### config.mk
export PLATFORM = sky130hd
export DESIGN_NAME = alu_sched_flat
export DESIGN_NICKNAME = d
export VERILOG_FILES = /design/src/rtl/alu_pkg.sv /design/src/rtl/alu_sched_if.sv /design/src/rtl/rr_arb2.sv /design/src/rtl/alu_sched.sv /design/src/flat_wrapper.sv
export SDC_FILE = /design/constraint.sdc
export NUM_CORES = 1
export LEC_CHECK = 0
export ABC_AREA = 1
export BUFFER_PORTS_ARGS = -buffer_cell sky130_fd_sc_hd__clkbuf_2
export CORE_ASPECT_RATIO = 0.9
export CORE_MARGIN = 3
export CORE_UTILIZATION = 50
export CTS_BUF_LIST = sky130_fd_sc_hd__clkbuf_4
export DETAILED_ROUTE_END_ITERATION = 8
export PLACE_DENSITY = 0.82
export SYNTH_ARGS = -nofsm -noshare
export SYNTH_HDL_FRONTEND = slang
export SYNTH_HIERARCHICAL = 1
export SYNTH_SLANG_ARGS = --single-unit
### constraint.sdc
create_clock -name clk -period 3.71 [get_ports clk]
set_clock_uncertainty 0.2 [all_clocks]
set_input_delay 0.742 -clock clk [delete_from_list [all_inputs] [get_ports clk]]
set_output_delay 0.742 -clock clk [all_outputs]
set_load 0.01 [all_outputs]
### src/rtl/alu_pkg.sv
// Shared definitions for the ALU scheduler: opcodes, FSM encoding, request latch layout.
package alu_pkg;

  localparam logic [3:0] OP_DIV = 4'd0;
  localparam logic [3:0] OP_MUL = 4'd1;
  localparam logic [3:0] OP_SUB = 4'd2;
  localparam logic [3:0] OP_ADD = 4'd3;
  localparam logic [3:0] OP_OR  = 4'd4;
  localparam logic [3:0] OP_AND = 4'd5;
  localparam logic [3:0] OP_XOR = 4'd6;

  localparam int DEF_DIV_CYCLES = 20;
  localparam int DEF_MUL_CYCLES = 20;
  localparam int DEF_ALU_CYCLES = 2;

  typedef enum logic [1:0] {IDLE, ISSUE, BUSY, RESP} state_t;

  typedef struct packed {
    logic        id;
    logic [3:0]  op;
    logic [15:0] a;
    logic [15:0] b;
  } req_t;

  function automatic int max3(input int x, input int y, input int z);
    int m;
    m = (x > y) ? x : y;
    return (m > z) ? m : z;
  endfunction

endpackage

### src/rtl/alu_sched_if.sv
// Requester, response and ALU-side signals of the scheduler; slave = scheduler side.
interface alu_sched_if;
  logic [1:0]       req_valid;
  logic [1:0]       req_ready;
  logic [1:0][3:0]  req_op;
  logic [1:0][15:0] req_a;
  logic [1:0][15:0] req_b;
  logic             rsp_valid;
  logic             rsp_ready;
  logic             rsp_id;
  logic [31:0]      rsp_data;
  logic             rsp_carry;
  logic             rsp_borrow;
  logic             rsp_err;
  logic             alu_bgn;
  logic [3:0]       alu_control;
  logic [15:0]      alu_nr1;
  logic [15:0]      alu_nr2;
  logic [31:0]      alu_outbus;
  logic             alu_carry;
  logic             alu_borrow;

  modport slave (
    input  req_valid, req_op, req_a, req_b, rsp_ready, alu_outbus, alu_carry, alu_borrow,
    output req_ready, rsp_valid, rsp_id, rsp_data, rsp_carry, rsp_borrow, rsp_err,
           alu_bgn, alu_control, alu_nr1, alu_nr2
  );

  modport master (
    output req_valid, req_op, req_a, req_b, rsp_ready, alu_outbus, alu_carry, alu_borrow,
    input  req_ready, rsp_valid, rsp_id, rsp_data, rsp_carry, rsp_borrow, rsp_err,
           alu_bgn, alu_control, alu_nr1, alu_nr2
  );
endinterface

### src/rtl/rr_arb2.sv
// Two-way round-robin grant; pointer moves to the non-served side on done.
module rr_arb2 (
  input  logic       clk,
  input  logic       rst,
  input  logic [1:0] req,
  input  logic       done,
  input  logic       done_id,
  output logic [1:0] gnt
);

  logic ptr;  // 0: A has priority on a tie, 1: B

  always_ff @(posedge clk or posedge rst) begin
    if (rst)       ptr <= 1'b0;
    else if (done) ptr <= ~done_id;
  end

  always_comb begin
    gnt = 2'b00;
    case (req)
      2'b01:   gnt = 2'b01;
      2'b10:   gnt = 2'b10;
      2'b11:   gnt = ptr ? 2'b10 : 2'b01;
      default: gnt = 2'b00;
    endcase
  end

endmodule

### src/rtl/alu_sched.sv
// Two-requester scheduler for the shared 16-bit ALU: arbitrate, issue, time, respond.
module alu_sched
  import alu_pkg::*;
#(
  parameter int DIV_CYCLES = DEF_DIV_CYCLES,
  parameter int MUL_CYCLES = DEF_MUL_CYCLES,
  parameter int ALU_CYCLES = DEF_ALU_CYCLES
) (
  input  logic        clk,
  input  logic        rst,
  alu_sched_if.slave  bus
);

  localparam int CW = $clog2(max3(DIV_CYCLES, MUL_CYCLES, ALU_CYCLES)) + 1;

  state_t        state;
  req_t          cur;
  logic [CW-1:0] cnt;
  logic [1:0]    gnt;
  logic          acc;
  logic          acc_id;
  logic          done;

  rr_arb2 u_arb (
    .clk     (clk),
    .rst     (rst),
    .req     (bus.req_valid),
    .done    (done),
    .done_id (cur.id),
    .gnt     (gnt)
  );

  // Grant is only offered in IDLE; gated by rst so nothing is granted while held in reset.
  assign bus.req_ready = (state == IDLE && !rst) ? gnt : 2'b00;
  assign acc           = |(bus.req_valid & bus.req_ready);
  assign acc_id        = bus.req_ready[1];
  assign done          = bus.rsp_valid & bus.rsp_ready;

  always_ff @(posedge clk or posedge rst) begin
    if (rst) begin
      state           <= IDLE;
      cur             <= '0;
      cnt             <= '0;
      bus.alu_bgn     <= 1'b0;
      bus.alu_control <= '0;
      bus.alu_nr1     <= '0;
      bus.alu_nr2     <= '0;
      bus.rsp_valid   <= 1'b0;
      bus.rsp_id      <= 1'b0;
      bus.rsp_data    <= '0;
      bus.rsp_carry   <= 1'b0;
      bus.rsp_borrow  <= 1'b0;
      bus.rsp_err     <= 1'b0;
    end else begin
      bus.alu_bgn <= 1'b0;
      case (state)
        IDLE: if (acc) begin
          cur   <= '{id: acc_id, op: bus.req_op[acc_id], a: bus.req_a[acc_id], b: bus.req_b[acc_id]};
          state <= ISSUE;
          // Illegal opcodes never reach the ALU, so its inputs keep the last real op.
          if (bus.req_op[acc_id] <= OP_XOR) begin
            bus.alu_control <= bus.req_op[acc_id];
            bus.alu_nr1     <= bus.req_a[acc_id];
            bus.alu_nr2     <= bus.req_b[acc_id];
            bus.alu_bgn     <= (bus.req_op[acc_id] <= OP_MUL);
          end
        end
        ISSUE: begin
          if (cur.op > OP_XOR) begin
            bus.rsp_valid  <= 1'b1;
            bus.rsp_id     <= cur.id;
            bus.rsp_data   <= '0;
            bus.rsp_carry  <= 1'b0;
            bus.rsp_borrow <= 1'b0;
            bus.rsp_err    <= 1'b1;
            state          <= RESP;
          end else begin
            if (cur.op == OP_DIV)      cnt <= CW'(DIV_CYCLES - 1);
            else if (cur.op == OP_MUL) cnt <= CW'(MUL_CYCLES - 1);
            else                       cnt <= CW'(ALU_CYCLES - 1);
            state <= BUSY;
          end
        end
        BUSY: begin
          if (cnt == '0) begin
            bus.rsp_valid  <= 1'b1;
            bus.rsp_id     <= cur.id;
            bus.rsp_data   <= (cur.op <= OP_MUL) ? bus.alu_outbus : {16'h0000, bus.alu_outbus[15:0]};
            bus.rsp_carry  <= (cur.op == OP_ADD) & bus.alu_carry;
            bus.rsp_borrow <= (cur.op == OP_SUB) & bus.alu_borrow;
            bus.rsp_err    <= 1'b0;
            state          <= RESP;
          end else begin
            cnt <= cnt - 1'b1;
          end
        end
        RESP: if (bus.rsp_ready) begin
          bus.rsp_valid <= 1'b0;
          state         <= IDLE;
        end
        default: state <= IDLE;
      endcase
    end
  end

endmodule

### src/flat_wrapper.sv
// flat-port wrapper written by rule: the top's interface ports become plain ports
module alu_sched_flat import alu_pkg::*;
#(
  parameter int DIV_CYCLES = DEF_DIV_CYCLES,
  parameter int MUL_CYCLES = DEF_MUL_CYCLES,
  parameter int ALU_CYCLES = DEF_ALU_CYCLES
)
  (clk, rst, bus_req_valid, bus_req_op, bus_req_a, bus_req_b, bus_rsp_ready, bus_alu_outbus, bus_alu_carry, bus_alu_borrow, bus_req_ready, bus_rsp_valid, bus_rsp_id, bus_rsp_data, bus_rsp_carry, bus_rsp_borrow, bus_rsp_err, bus_alu_bgn, bus_alu_control, bus_alu_nr1, bus_alu_nr2);
  alu_sched_if bus_i ();
  input  logic clk;
  input  logic rst;
  input wire logic [$bits(bus_i.req_valid)-1:0] bus_req_valid;
  input wire logic [$bits(bus_i.req_op)-1:0] bus_req_op;
  input wire logic [$bits(bus_i.req_a)-1:0] bus_req_a;
  input wire logic [$bits(bus_i.req_b)-1:0] bus_req_b;
  input wire logic [$bits(bus_i.rsp_ready)-1:0] bus_rsp_ready;
  input wire logic [$bits(bus_i.alu_outbus)-1:0] bus_alu_outbus;
  input wire logic [$bits(bus_i.alu_carry)-1:0] bus_alu_carry;
  input wire logic [$bits(bus_i.alu_borrow)-1:0] bus_alu_borrow;
  output wire logic [$bits(bus_i.req_ready)-1:0] bus_req_ready;
  output wire logic [$bits(bus_i.rsp_valid)-1:0] bus_rsp_valid;
  output wire logic [$bits(bus_i.rsp_id)-1:0] bus_rsp_id;
  output wire logic [$bits(bus_i.rsp_data)-1:0] bus_rsp_data;
  output wire logic [$bits(bus_i.rsp_carry)-1:0] bus_rsp_carry;
  output wire logic [$bits(bus_i.rsp_borrow)-1:0] bus_rsp_borrow;
  output wire logic [$bits(bus_i.rsp_err)-1:0] bus_rsp_err;
  output wire logic [$bits(bus_i.alu_bgn)-1:0] bus_alu_bgn;
  output wire logic [$bits(bus_i.alu_control)-1:0] bus_alu_control;
  output wire logic [$bits(bus_i.alu_nr1)-1:0] bus_alu_nr1;
  output wire logic [$bits(bus_i.alu_nr2)-1:0] bus_alu_nr2;
  assign bus_i.req_valid = bus_req_valid;
  assign bus_i.req_op = bus_req_op;
  assign bus_i.req_a = bus_req_a;
  assign bus_i.req_b = bus_req_b;
  assign bus_i.rsp_ready = bus_rsp_ready;
  assign bus_i.alu_outbus = bus_alu_outbus;
  assign bus_i.alu_carry = bus_alu_carry;
  assign bus_i.alu_borrow = bus_alu_borrow;
  assign bus_req_ready = bus_i.req_ready;
  assign bus_rsp_valid = bus_i.rsp_valid;
  assign bus_rsp_id = bus_i.rsp_id;
  assign bus_rsp_data = bus_i.rsp_data;
  assign bus_rsp_carry = bus_i.rsp_carry;
  assign bus_rsp_borrow = bus_i.rsp_borrow;
  assign bus_rsp_err = bus_i.rsp_err;
  assign bus_alu_bgn = bus_i.alu_bgn;
  assign bus_alu_control = bus_i.alu_control;
  assign bus_alu_nr1 = bus_i.alu_nr1;
  assign bus_alu_nr2 = bus_i.alu_nr2;
  alu_sched #(.DIV_CYCLES(DIV_CYCLES), .MUL_CYCLES(MUL_CYCLES), .ALU_CYCLES(ALU_CYCLES)) u_core (.clk(clk), .rst(rst), .bus(bus_i));
endmodule
==> summary.txt <==
Outcome
  – Status: finished, final reports clean

Cells and area
  – Most common cell after layout, fill and taps aside: nand2_1
  – Layout cells sized above 1: 28.8%
  – Final #Nets: 896
  – Area growth from synthesis to layout: 24.3%
  – N_diodes: 0
  – Layout filler cell count: 793
  – Most frequent cells in the layout: nand2_1, clkbuf_2, dfrtp_1

Pwr
  – Seq pwr share: 38.1%
  – Worst VDD drop: 0.279 mV
  – P_sw: 1840 uW
  – Switch share: 45.5%
  – Cell-internal power: 2200 uW
  – Part of the power in the clock network: 15.3%
  – Comb power frac: 46.6%
  – Static Leak: 0.00340 uW
  – Power Density: 710 mW/mm^2

Critical path
  – Delay-heaviest family, CP: buffers and inverters
  – Worst Path Buf+Inv: 6
  – Worst EP required: 2.77 ns
  – CP max stage cell: dlygate4sd3_1
  – Setup slack, reg-to-reg: 0.92 ns
  – WP data arrival: 2.25 ns
  – R2r worst-path depth: 10
  – CP Capture Type: primary output
  – CP Max Fanout: 34
  – CP Depth: 7
  – Worst path max stage delay: 0.54 ns
  – Most used cell, CP: clkbuf_2
  – Worst setup SP type: input port
  – CP cell instances: dlygate4sd3_1 -> clkbuf_2 -> clkinv_2 -> nand3_2 -> buf_4 -> inv_1 -> clkbuf_2
  – Reg2reg end: u_core/bus.alu_nr1[11]
  – CP Class: input port to primary output
  – Worst r2r src: u_core/state[0]

Routing
  – Final WL: 12100 um
  – Drt pass-1 iters: 5
  – DR vias/cell: 5.09
  – Vias: 4597
  – DRC Markers: 0
  – Wire per inst: 13.4 um
  – Routed Antenna Nets: 0
  – DRT iter0 DRCs: 335

Timing
  – Least-Margin Pin Slew: 0.793 ns
  – Slew HR: 47.1%
  – Final worst slack: 0.520 ns
  – Max Freq: 313 MHz
  – Final period util: 86.0%
  – Final Hold Fails: 0
  – Fin. max-slew vios: 0
  – Endpoints failing setup: 0
  – Minimum clock period: 3.19 ns
  – RSZ-0062 raised after global routing: false
  – Setup TNS: 0 ns

Placed design
  – Final HPWL DP: 8820 um
  – Gp weighted congestion: 0.827
  – DP Worst Slack: 0.796 ns
  – PortBufs: 186

Synthesis
  – Distinct cell type count after synthesis: 31
  – Synth Register Bits: 88
  – Syn_area_per_cell: 7.53 sq um
  – Post-synth top area cell: dfrtp_1
  – Mapped Area: 0.00458 sq mm
  – Share of the synthesized area in the top cell type: 48.1%
  – Syn Inst Count: 608
  – Net Count, Synth: 725
  – Post-synthesis sequential area ratio: 48.1%
  – Synth warn: 6
  – Ranking of synthesized cells by area: dfrtp_1, nand2_1, nand4_1

Worst hold path
  – Worst hold endpoint: u_core/bus.alu_control[0]
  – Min-delay src: u_core/bus.alu_control[0]
  – Min-Delay Path Depth: 2
  – HP Class: flip-flop to flip-flop

Die
  – Core Area: 0.00873 sq mm
  – Die Ht: 96.8 um
  – Die X: 107 um
  – Die ar.: 0.0103 sq mm
  – Initial core utilization: 52.4%
  – Std cell rows: 32
  – Num ports: 187

Clock tree
  – Worst-path clk slew: 0.13 ns
  – CTS tree: built
  – Skew-Pair Late Insertion Delay: 0.41 ns
  – Number of setup buffers added after CTS: 0
  – TritonCTS Sinks: 88
  – Inserted Clock Buffers: 9
  – CTS max path bufs: 2
  – CTS root buffer: clkbuf_4
  – Resized cells post-CTS: 0
  – Htree depth: 3

Global route
  – Total Routing Usage GR: 23.1%
  – Number of global-route vias before repair: 4258
  – Initial antenna violation count: 0
  – GRT overflow: 0
  – Largest net degree at the start of global routing: 64
  – First-pass GRT wire length: 19800 um

Job
  – Max_cap viols: 0
[worst max-delay path by stage]
| stage | startpoint | to | slack, ns |
|---|---|---|---|
| after floorplan | rst | bus_req_ready[1] | 0.29 |
| final | rst | bus_req_ready[1] | 0.52 |
| after global placement | bus_req_valid[0] | u_core/bus.alu_nr2[11] | 0.88 |
| after CTS | rst | bus_req_ready[1] | 0.54 |
| after global routing | u_core/state[0] | bus_req_ready[1] | 0.41 |
| after detailed placement | rst | u_core/bus.alu_nr2[7] | 0.80 |
[per-layer routing]
metal,wire length [um],vias to the layer above,GRT usage (%)
met2,5890,240,39.7
met1,5110,2065,29.7
met4,57,0,6.39
met3,1070,4,4.40
li1,-,2288,-
met5,0,-,0
[timing repair]
action | 4_1_cts | 5_1_grt
hold endpoints to repair | 1 | 0
setup endpoints to repair | 0 | 0
hold buffers | 1 | 0
[area by class of cell]
| class | instances | area (sq um) | area share, % |
|---|---|---|---|
| Inverter | 24 | 91.3 | 1.61 |
| Clock buffer | 10 | 75.1 | 1.32 |
| Clock inverter | 6 | 92.6 | 1.63 |
| Sequential cell | 88 | 2200 | 38.7 |
| Tap cell | 119 | 149 | 2.62 |
| Timing Repair Buffer | 196 | 1010 | 17.7 |
| Multi-Input combinational cell | 460 | 2070 | 36.4 |
[registers in the layout (all words and copies together), names as in the netlist]
register                count
u_core/bus.rsp_data        32
u_core/bus.alu_nr1         16
u_core/bus.alu_nr2         16
u_core/cnt                  6
u_core/cur                  5
u_core/bus.alu_control      4
u_core/state                2
u_core/bus.alu_bgn          1
u_core/bus.rsp_borrow       1
u_core/bus.rsp_carry        1
u_core/bus.rsp_err          1
u_core/bus.rsp_id           1
u_core/bus.rsp_valid        1
u_core/u_arb/ptr            1
[Yosys cell counts (all sizes together)]
cell type	number
xor2	1
nand3	50
a21boi	1
clkbuf	12
buf	24
a31oi	1
and3	1
xnor2	1
a21oi	3
mux2i	1
nor2	29
o211ai	1
dfrtp	88
nand3b	1
ha	6
o21ai	6
nand2	313
inv	23
nand4	44
nor3	1
clkinv	1
[power by group through the flow]
stage          registers, uW  logic [uW]  clock network, uW
6_report                1540        1880                617
5_1_grt                 1580        2110                666
4_1_cts                 1540        1890                630
3_5_place_dp            1550        1890                  0
3_3_place_gp            1550        1820                  0
2_1_floorplan           1640        1160                  0
[kinds of logic (layout without fill, tap and decap cells)]
family | after synthesis | after routing | share of synthesized area [%]
AOI/OAI and AO/OA | 12 | 12 | 1.45
xor gates and xnor gates | 2 | 2 | 0.383
adders and majority gates | 6 | 6 | 1.64
buffers and inverters | 60 | 236 | 6.62
DFF | 88 | 88 | 48.1
muxes | 1 | 1 | 0.219
and+or+nand+nor | 439 | 439 | 41.6
[per-stage QoR]
| stage | instances | instance area, sq um | total power, uW | hold slack [ns] | util [%] |
|---|---|---|---|---|---|
| after global routing | 903 | 5690 | 4350 | 0.316 | 65.2 |
| after floorplan | 608 | 4580 | 2800 | 0.262 | - |
| after global placement | 886 | 5510 | 3360 | 0.255 | 63.1 |
| after CTS | 903 | 5690 | 4060 | 0.291 | 65.2 |
| after detailed placement | 886 | 5510 | 3440 | 0.259 | 63.1 |
| final | 903 | 5690 | 4040 | 0.286 | 65.2 |
[worst min-delay path: stages, from the launching register on]
cell and delay (ns):
dfrtp_1 0.37, nand2_1 0.05, nand2_1 0.05
No activity file was read; power rests on OpenSTA's default activity.
